`src/rtl/ami_rd_split.sv`:
```
// ami_rd_split: turns one large user read command into a train of AXI INCR
// read bursts. Each burst is at most BL beats and never crosses a 4KB page.
//
//  state   | meaning
//  --------+-----------------------------------------------------------
//  S_IDLE  | cmd_ready high, waiting for a command
//  S_ISSUE | presenting bursts on usr_ar*, one per usr_arready handshake
module ami_rd_split #(
  parameter int AXI_DW     = 128,
  parameter int AXI_AW     = 32,
  parameter int AXI_IW     = 8,
  parameter int AXI_LW     = 8,
  parameter int AXI_SW     = 3,
  parameter int AXI_BURSTW = 2,
  parameter int BL         = 16,
  parameter int CMD_LW     = 20
) (
  input  logic                  usr_clk,
  input  logic                  usr_reset_n,
  input  logic [AXI_IW-1:0]     cmd_id,
  input  logic [AXI_AW-1:0]     cmd_addr,
  input  logic [CMD_LW-1:0]     cmd_beats,
  input  logic                  cmd_valid,
  output logic                  cmd_ready,
  output logic                  cmd_done,
  output logic                  busy,
  output logic [AXI_IW-1:0]     usr_arid,
  output logic [AXI_AW-1:0]     usr_araddr,
  output logic [AXI_LW-1:0]     usr_arlen,
  output logic [AXI_SW-1:0]     usr_arsize,
  output logic [AXI_BURSTW-1:0] usr_arburst,
  output logic                  usr_arvalid,
  input  logic                  usr_arready
);

  localparam int AXI_BYTES = AXI_DW / 8;
  localparam int L         = $clog2(AXI_BYTES);
  localparam int NW        = $clog2(BL) + 1;

  typedef enum logic {S_IDLE, S_ISSUE} state_t;

  state_t              state_q, state_d;
  logic [AXI_IW-1:0]   id_q, id_d;
  logic [AXI_AW-1:0]   addr_q, addr_d;
  logic [CMD_LW-1:0]   rem_q, rem_d;
  logic [AXI_LW-1:0]   arlen_q, arlen_d;
  logic                arvalid_q, arvalid_d;
  logic                done_q, done_d;

  logic [AXI_AW-1:0]   cmd_addr_al;
  logic [NW-1:0]       cur_n;
  logic [NW-1:0]       nxt_n;
  logic                unused_lsbs;

  // Beats in the next burst: limited by what is left, by BL, and by the
  // distance to the next 4KB page. The page term is 13 bits wide so that a
  // page-aligned address yields a full 4096 bytes.
  function automatic logic [NW-1:0] burst_beats(input logic [11:0] page_off,
                                                input logic [CMD_LW-1:0] rem);
    logic [12:0]   room;
    logic [NW-1:0] n;
    room = (13'h1000 - {1'b0, page_off}) >> L;
    n = NW'(BL);
    if (room < 13'(BL)) n = NW'(room);
    if (rem < CMD_LW'(n)) n = NW'(rem);
    return n;
  endfunction

  assign cmd_addr_al = {cmd_addr[AXI_AW-1:L], {L{1'b0}}};
  assign unused_lsbs = ^cmd_addr[L-1:0];
  assign cur_n       = NW'(arlen_q) + NW'(1);

  // Next-state and next-burst computation.
  always_comb begin
    state_d   = state_q;
    id_d      = id_q;
    addr_d    = addr_q;
    rem_d     = rem_q;
    arlen_d   = arlen_q;
    arvalid_d = arvalid_q;
    done_d    = 1'b0;
    nxt_n     = '0;
    case (state_q)
      S_IDLE: begin
        if (cmd_valid) begin
          id_d   = cmd_id;
          addr_d = cmd_addr_al;
          rem_d  = cmd_beats;
          if (cmd_beats == '0) begin
            done_d = 1'b1;
          end else begin
            nxt_n     = burst_beats(cmd_addr_al[11:0], cmd_beats);
            arlen_d   = AXI_LW'(nxt_n - NW'(1));
            arvalid_d = 1'b1;
            state_d   = S_ISSUE;
          end
        end
      end
      S_ISSUE: begin
        if (arvalid_q && usr_arready) begin
          addr_d = addr_q + (AXI_AW'(cur_n) << L);
          rem_d  = rem_q - CMD_LW'(cur_n);
          if (rem_q == CMD_LW'(cur_n)) begin
            arvalid_d = 1'b0;
            done_d    = 1'b1;
            state_d   = S_IDLE;
          end else begin
            nxt_n   = burst_beats(addr_d[11:0], rem_d);
            arlen_d = AXI_LW'(nxt_n - NW'(1));
          end
        end
      end
      default: state_d = S_IDLE;
    endcase
  end

  // State and output registers.
  always_ff @(posedge usr_clk or negedge usr_reset_n) begin
    if (!usr_reset_n) begin
      state_q   <= S_IDLE;
      id_q      <= '0;
      addr_q    <= '0;
      rem_q     <= '0;
      arlen_q   <= '0;
      arvalid_q <= 1'b0;
      done_q    <= 1'b0;
    end else begin
      state_q   <= state_d;
      id_q      <= id_d;
      addr_q    <= addr_d;
      rem_q     <= rem_d;
      arlen_q   <= arlen_d;
      arvalid_q <= arvalid_d;
      done_q    <= done_d;
    end
  end

  assign cmd_ready   = (state_q == S_IDLE);
  assign busy        = (state_q == S_ISSUE);
  assign cmd_done    = done_q;
  assign usr_arid    = id_q;
  assign usr_araddr  = addr_q;
  assign usr_arlen   = arlen_q;
  assign usr_arvalid = arvalid_q;
  assign usr_arsize  = AXI_SW'(L);
  assign usr_arburst = AXI_BURSTW'(1);

endmodule
```
`config.mk`:
```
export PLATFORM = sky130hd
export DESIGN_NAME = ami_rd_split
export DESIGN_NICKNAME = d
export VERILOG_FILES = /design/src/rtl/ami_rd_split.sv
export SDC_FILE = /design/constraint.sdc
export NUM_CORES = 1
export LEC_CHECK = 0
export CAP_MARGIN = 25
export CELL_PAD_IN_SITES_DETAIL_PLACEMENT = 0
export CELL_PAD_IN_SITES_GLOBAL_PLACEMENT = 1
export CORE_ASPECT_RATIO = 1.75
export CORE_MARGIN = 3
export CORE_UTILIZATION = 37
export CTS_BUF_LIST = sky130_fd_sc_hd__clkbuf_2
export CTS_CLUSTER_SIZE = 28
export DETAILED_ROUTE_END_ITERATION = 8
export MAX_ROUTING_LAYER = met4
export PLACE_DENSITY_LB_ADDON = 0.1
export REMOVE_ABC_BUFFERS = 1
export SLEW_MARGIN = 20
export SYNTH_ARGS = -nofsm -noshare
export SYNTH_HDL_FRONTEND = slang
export SYNTH_SLANG_ARGS = --single-unit
```
`constraint.sdc`:
```
create_clock -name usr_clk -period 5.72 [get_ports usr_clk]
set_input_delay 0.572 -clock usr_clk [delete_from_list [all_inputs] [get_ports usr_clk]]
set_output_delay 0.572 -clock usr_clk [all_outputs]
set_load 0.01 [all_outputs]
```
# Word level (Yosys, flattened, before mapping)
# Index checks and enable logic that the tools add are counted.
classes:
  add_sub_neg: 7
  n_mul: 0
  div: 0
  n_lt_le_gt_ge: 4
  n_eq_ne: 6
  n_shift: 0
  mux: 42
  bitwise_logic: 1
  reduce_logical: 6
op_table:
  columns: ["op", "count"]
  rows:
  - ["2-to-1 mux 5 bit", 16]
  - ["2-to-1 mux 32 bit", 2]
  - ["case mux 32 bit (2 select lines)", 1]
  - ["less-than comparator 20 x 5 -> 1 bit", 2]
  - ["2-to-1 mux 20 bit", 2]
  - ["case mux 20 bit (2 select lines)", 1]
  - ["adder 32 x 9 -> 32 bit", 1]
  - ["2-to-1 mux 8 bit", 4]
  - ["subtractor 13 x 12 -> 13 bit (first input constant)", 2]
  - ["== test 20 x 5 -> 1 bit", 1]
  - ["logical NOT 20 bit", 1]
  - ["subtractor 20 x 5 -> 20 bit", 1]
  - ["less-than comparator 9 x 5 -> 1 bit (second input constant)", 2]
  - ["case mux 8 bit (2 select lines)", 1]
  - ["2-to-1 mux 1 bit", 12]
  - ["subtractor 5 x 1 -> 6 bit (second input constant)", 2]
  - ["AND reduction 4 bit", 2]
  - ["inequality test 2 bit (second input constant)", 3]
  - ["case mux 1 bit (2 select lines)", 3]
  - ["adder 5 x 1 -> 5 bit (second input constant)", 1]
  - ["inequality test 2 x 1 -> 1 bit (second input constant)", 2]
  - ["AND reduction 2 bit", 2]
  - ["logical AND 1 bit", 1]
  - ["NOT 1 bit", 1]
totals:
  ff_bits: 71
  latchBits: 0
  ram_bits: 0
  mem_bits_ro: 0
  in_bits: 64
  out_inout_bits: 57
  word_cells: 73
  n_memories: 0

# Longest topological paths before layout
logic_depth:
  word_depth: 17
  ltp_mapped: 22
  depth_no_buf: 21

# Worst setup path after synthesis
# OpenSTA, ideal clock, no wires.
synth_timing:
  path_kind: "reg2reg"
  from: "register arlen_q[0], in the netlist usr_arlen[0]"
  to: "register arlen_q[4], in the netlist usr_arlen[4]"
  setup_ns: 0.082
  arrival_ns: 4.682
  setup_slack_ns: 0.956
  path_stages_with_launch: 23
  synth_period_minus_slack_ns: 4.764
  cell_sequence: "dfrtp_1 > ha_1 > nand3_1 > xnor2_1 > ha_1 > clkbuf_1 > and4b_1 > a211oi_1 > xor2_1 > o22ai_1 > and3_1 > nand2_1 > ha_1 > a211oi_1 > nand3_1 > nand4b_1 > a211oi_1 > o2111ai_2 > and3_2 > or2_2 > ha_1 > a31o_1 > a31oi_1"
synth_between:
  elab_chain_len: 17
synth_rtl:
  columns: ["element", "line", "rtl"]
  rows:
  - ["start, declared", "46", "logic [AXI_LW-1:0] arlen_q, arlen_d;"]
  - ["start signal, assigned", "132", "arlen_q <= arlen_d;"]
  - ["adder 5 x 1 -> 5 bit *", "71", "assign cur_n = NW'(arlen_q) + NW'(1);"]
  - ["adder 32 x 9 -> 32 bit", "101", "addr_d = addr_q + (AXI_AW'(cur_n) << L);"]
  - ["subtractor 13 x 12 -> 13 bit", "62", "room = (13'h1000 - {1'b0, page_off}) >> L;"]
  - ["less-than comparator 9 x 5 -> 1 bit", "64", "if (room < 13'(BL)) n = NW'(room);"]
  - ["2-to-1 mux 5 bit", "64", null]
  - ["2-to-1 mux 5 bit", "103", "if (rem_q == CMD_LW'(cur_n)) begin"]
  - ["2-to-1 mux 5 bit", "100", "if (arvalid_q && usr_arready) begin"]
  - ["2-to-1 mux 5 bit", "83", "case (state_q)"]
  - ["less-than comparator 20 x 5 -> 1 bit", "65", "if (rem < CMD_LW'(n)) n = NW'(rem);"]
  - ["2-to-1 mux 5 bit", "65", null]
  - ["2-to-1 mux 5 bit", "103", null]
  - ["2-to-1 mux 5 bit", "100", null]
  - ["2-to-1 mux 5 bit", "83", null]
  - ["subtractor 5 x 1 -> 6 bit", "109", "arlen_d = AXI_LW'(nxt_n - NW'(1));"]
  - ["2-to-1 mux 8 bit", "103", null]
  - ["2-to-1 mux 8 bit", "100", null]
  - ["case mux 8 bit (2 select lines)", "83", null]
# Mark *: on every way between the ends. The rest lies on a longest branch, timed or not. The select of a mux whose other input is x is not followed.
# A chain may end at the register's enable or synchronous reset.

# Final worst setup path
# Same ends and word-level chain as after synthesis.

==> summary.md <==
| Metric | Value |
|---|---|
| Vias | `roughly 4900` |
| CP dominant cell by count | `ha_1` |
| RSZ-0062 raised after global routing | `false` |
| CP max stage cell | `dfrtp_1` |
| CTS clock-pin slew for the worst setup and hold paths | `~0.22 ns` |
| DRT Pass-1 Iters | `5` |
| CP Buf/Inv Count | `0` |
| Routed Antenna Nets | `0` |
| Setup crit start kind | `flop` |
| H-tree depth | `3` |
| Slowest stage delay, CP | `0.44 ns` |
| Seq cells post-synth | `between 60 and 70` |
| Global route overflow | `0` |
| Outcome | `complete, no violations` |
| Starting Density | `0.382` |
| Ys flop type | `dfrtp_1` |
| Top-area cell type share of the netlist area | `0.328` |
| EDFF count, synth | `0` |
| FMAX | `about 0.19 GHz` |
| Crit path kind | `flop to flop` |
| Finish-stage setup viols | `0` |
| # Post-CTS Setup Buffers | `0` |
| TNS Setup | `0 ns` |
| Vias in the first global route | `5049` |
| Fin nets | `about 790` |
| Lkg Pwr | `between 2 and 3 nW` |
| Die height | `roughly 160 µm` |
| Max-capacitance violation count | `0` |
| Placer Congestion | `0.912` |
| Synth area leader | `dfrtp_1` |
| Number of port buffers | `roughly 110` |
| Mapped cell area | `~5000 µm²` |
| Slew margin rel. | `0.397` |
| CTS buffer count | `9` |
| Top Ports | `around 120` |
| Core ar. | `about 13000 µm²` |
| Crit path time final | `between 5 and 6 ns` |
| Peak supply drop | `approximately 0.22 mV` |
| Filler instances | `between 1000 and 1500` |
| Slew @ Worst Pin | `around 0.90 ns` |
| Initial antenna violation count | `1` |
| Fin crit share | `0.941` |
| Required @ worst endpoint | `a little over 6 ns` |
| Fraction of registers with async set or reset after synthesis | `1.00` |
| Crit-path max FO | `10` |
| Post-synthesis sequential area ratio | `0.328` |
| Clk_skew | `roughly 0.032 ns` |
| Synth top area cells | `dfrtp_1, nand2_1, ha_1` |
| Fin. Hold Viols | `0` |
| CP endpoint kind | `flop` |
| Worst-Skew Late Latency | `roughly 0.54 ns` |
| Syn avg cell area | `approximately 8.2 µm²` |
| Ratio of cells with drive above 1 in the final layout | `0.0581` |
| GR Util All Layers | `0.228` |
| Cell variety after synth | `~70` |
| DR iter-0 viols | `305` |
| Cells after synthesis | `608` |
| Hold WC Path Type | `input pin to async pin` |
| Drt drc | `0` |
| Clock root cell | `clkbuf_2` |
| DP HPWL | `about 12 mm` |
| Die Wd | `a little over 90 µm` |
| Clock Tree Buf Depth | `2` |
| CTS sink cnt | `between 60 and 70` |
| Critical path arrival | `5.85 ns` |
| Max Slew Vio Count | `0` |
| Yosys synthesis warning count | `0` |
| Pwr dens | `579 nW/µm²` |
| Area growth syn-to-layout | `27.2%` |
| Critical path's top delay family | `simple AND/OR/NAND/NOR gates` |
| Global-route wire length before repair | `roughly 26 mm` |
| Routed length per instance | `approximately 19 µm` |
| DR vias/cell | `between 5 and 6` |
| Crit-path cells | `ha_1 > nand3_1 > xnor2_2 > ha_1 > and4b_1 > a211oi_2 > xor2_1 > o22ai_1 > and3_1 > nand2_1 > ha_1 > a211oi_1 > nand3_1 > nand4b_1 > a211oi_1 > o2111ai_2 > and3_2 > or2_2 > ha_1 > a31o_1 > a31oi_1` |
| Placement row count | `55` |
| Die area | `14900 µm²` |
| Final wirelength | `16.4 mm` |
| Post-layout total power | `between 0.003 and 0.004 W` |
| Final Util | `0.486` |
| CTS tree | `yes` |
| Largest net degree at the start of global routing | `between 60 and 70` |
[cell families (layout without fill, tap and decap cells)]
| logic type | after synthesis | after routing | share of synthesized area |
|---|---|---|---|
| DFF | 65 | 65 | 0.328 |
| xor gates and xnor gates | 23 | 23 | 0.0406 |
| adders and majority gates | 26 | 26 | 0.0685 |
| AOI/OAI and AO/OA | 157 | 157 | 0.217 |
| muxes | 17 | 17 | 0.0343 |
| and+or+nand+nor | 252 | 252 | 0.251 |
| buffers and inverters | 66 | 157 | 0.0600 |
| other | 2 | 10 | 0.00151 |
[final timing paths]
kind | start | to | slack (ns) | cells after the start
worst max register to register | usr_arlen[0] | usr_arlen[4] | 0.34 | 21
worst min register to register | usr_arid[7] | usr_arid[7] | 0.51 | 2
max in group asynchronous | usr_reset_n | busy | 4.88 | 2
worst min-delay path | usr_reset_n | usr_araddr[6] | 0.20 | 2
min in group usr_clk | usr_arid[7] | usr_arid[7] | 0.51 | 2
worst max-delay path | usr_arlen[0] | usr_arlen[4] | 0.34 | 21
[layout make-up]
| class | count | area (µm²) | share of cell area |
|---|---|---|---|
| tap | 171 | 214 | 0.0339 |
| clock inverter | 7 | 119 | 0.0188 |
| antenna | 1 | 2.50 | 0.000396 |
| multi-input combinational | 484 | 3090 | 0.488 |
| inverter | 26 | 97.6 | 0.0154 |
| clock buffer | 9 | 45.0 | 0.00713 |
| timing repair buffer | 115 | 1130 | 0.178 |
| sequential | 65 | 1630 | 0.258 |
[through the flow]
step	cell area, µm²	hold slack [ns]	setup slack [ns]	std cells
final	6320	0.203	0.337	878
after global routing	6320	0.214	0.0585	878
after CTS	6300	0.218	0.0898	877
after detailed placement	6140	0.466	0.157	861
after global placement	6140	0.460	0.254	861
after floorplan	4790	0.276	1.03	575
[cells in the mapped netlist, types with 3 or more instances]
master    instances
mux2i_1          17
o21ai_0          32
a31oi_1           3
a21oi_1          25
a211oi_1         10
nor2_1           37
or3_1            10
nand4_1           7
buf_1             5
nor3_1           10
nand2b_1          5
o22ai_1          22
clkbuf_1         22
inv_1            26
o21a_1            3
nor4_1           10
xnor2_1          15
a21o_1            6
xor2_1            8
and4_1            4
nand2_1         104
and3_1           10
buf_4            11
and2_1            4
dfrtp_1          65
a32oi_1          16
ha_1             24
nand3_1          30
a22oi_1           8
[metal layers]
metal / part of all wire / routed length [µm] / global-route usage
met1: 0.39 / 6360 / 0.249
met4: 0.049 / 807 / 0.119
met2: 0.52 / 8530 / 0.398
met3: 0.042 / 681 / 0.0265
met5: 0 / 0 / -
[power breakdown]
| part | internal, W | leakage [nW] | switching [W] |
|---|---|---|---|
| Sequential | 0.000620 | 0.811 | 0.000201 |
| Clock | 0.000188 | 0.0897 | 0.000195 |
| Combinational | 0.00109 | 1.73 | 0.00136 |
[what timing repair did]
action	4_1_cts	5_1_grt
hold buffers	0	0
resized for setup	0	2
setup endpoints to repair	0	4
[state kept, by name (all words and copies together), names as in the netlist]
register	cells
busy	1
cmd_done	1
rem_q	20
usr_araddr	28
usr_arid	8
usr_arlen	6
usr_arvalid	1
[layout by cell type, fill, tap and decap left out, types with 3 or more instances in the layout]
cell	count
nand3_1	30
xnor2_1	14
clkbuf_2	9
a31oi_1	3
a21o_1	6
or3_1	10
inv_1	26
bufinv_16	3
nor4_1	10
nand2b_1	5
a211oi_1	9
o21a_1	3
buf_4	8
o22ai_1	22
a21oi_1	25
nor3_1	10
and2_1	4
a32oi_1	16
o21ai_0	32
clkdlybuf4s50_1	106
xor2_1	8
conb_1	9
nand2_1	103
and4_1	4
dfrtp_1	64
ha_1	24
nor2_1	37
mux2i_1	17
nand4_1	7
a22oi_1	8
and3_1	10
No activity file was read; power rests on OpenSTA's default activity.
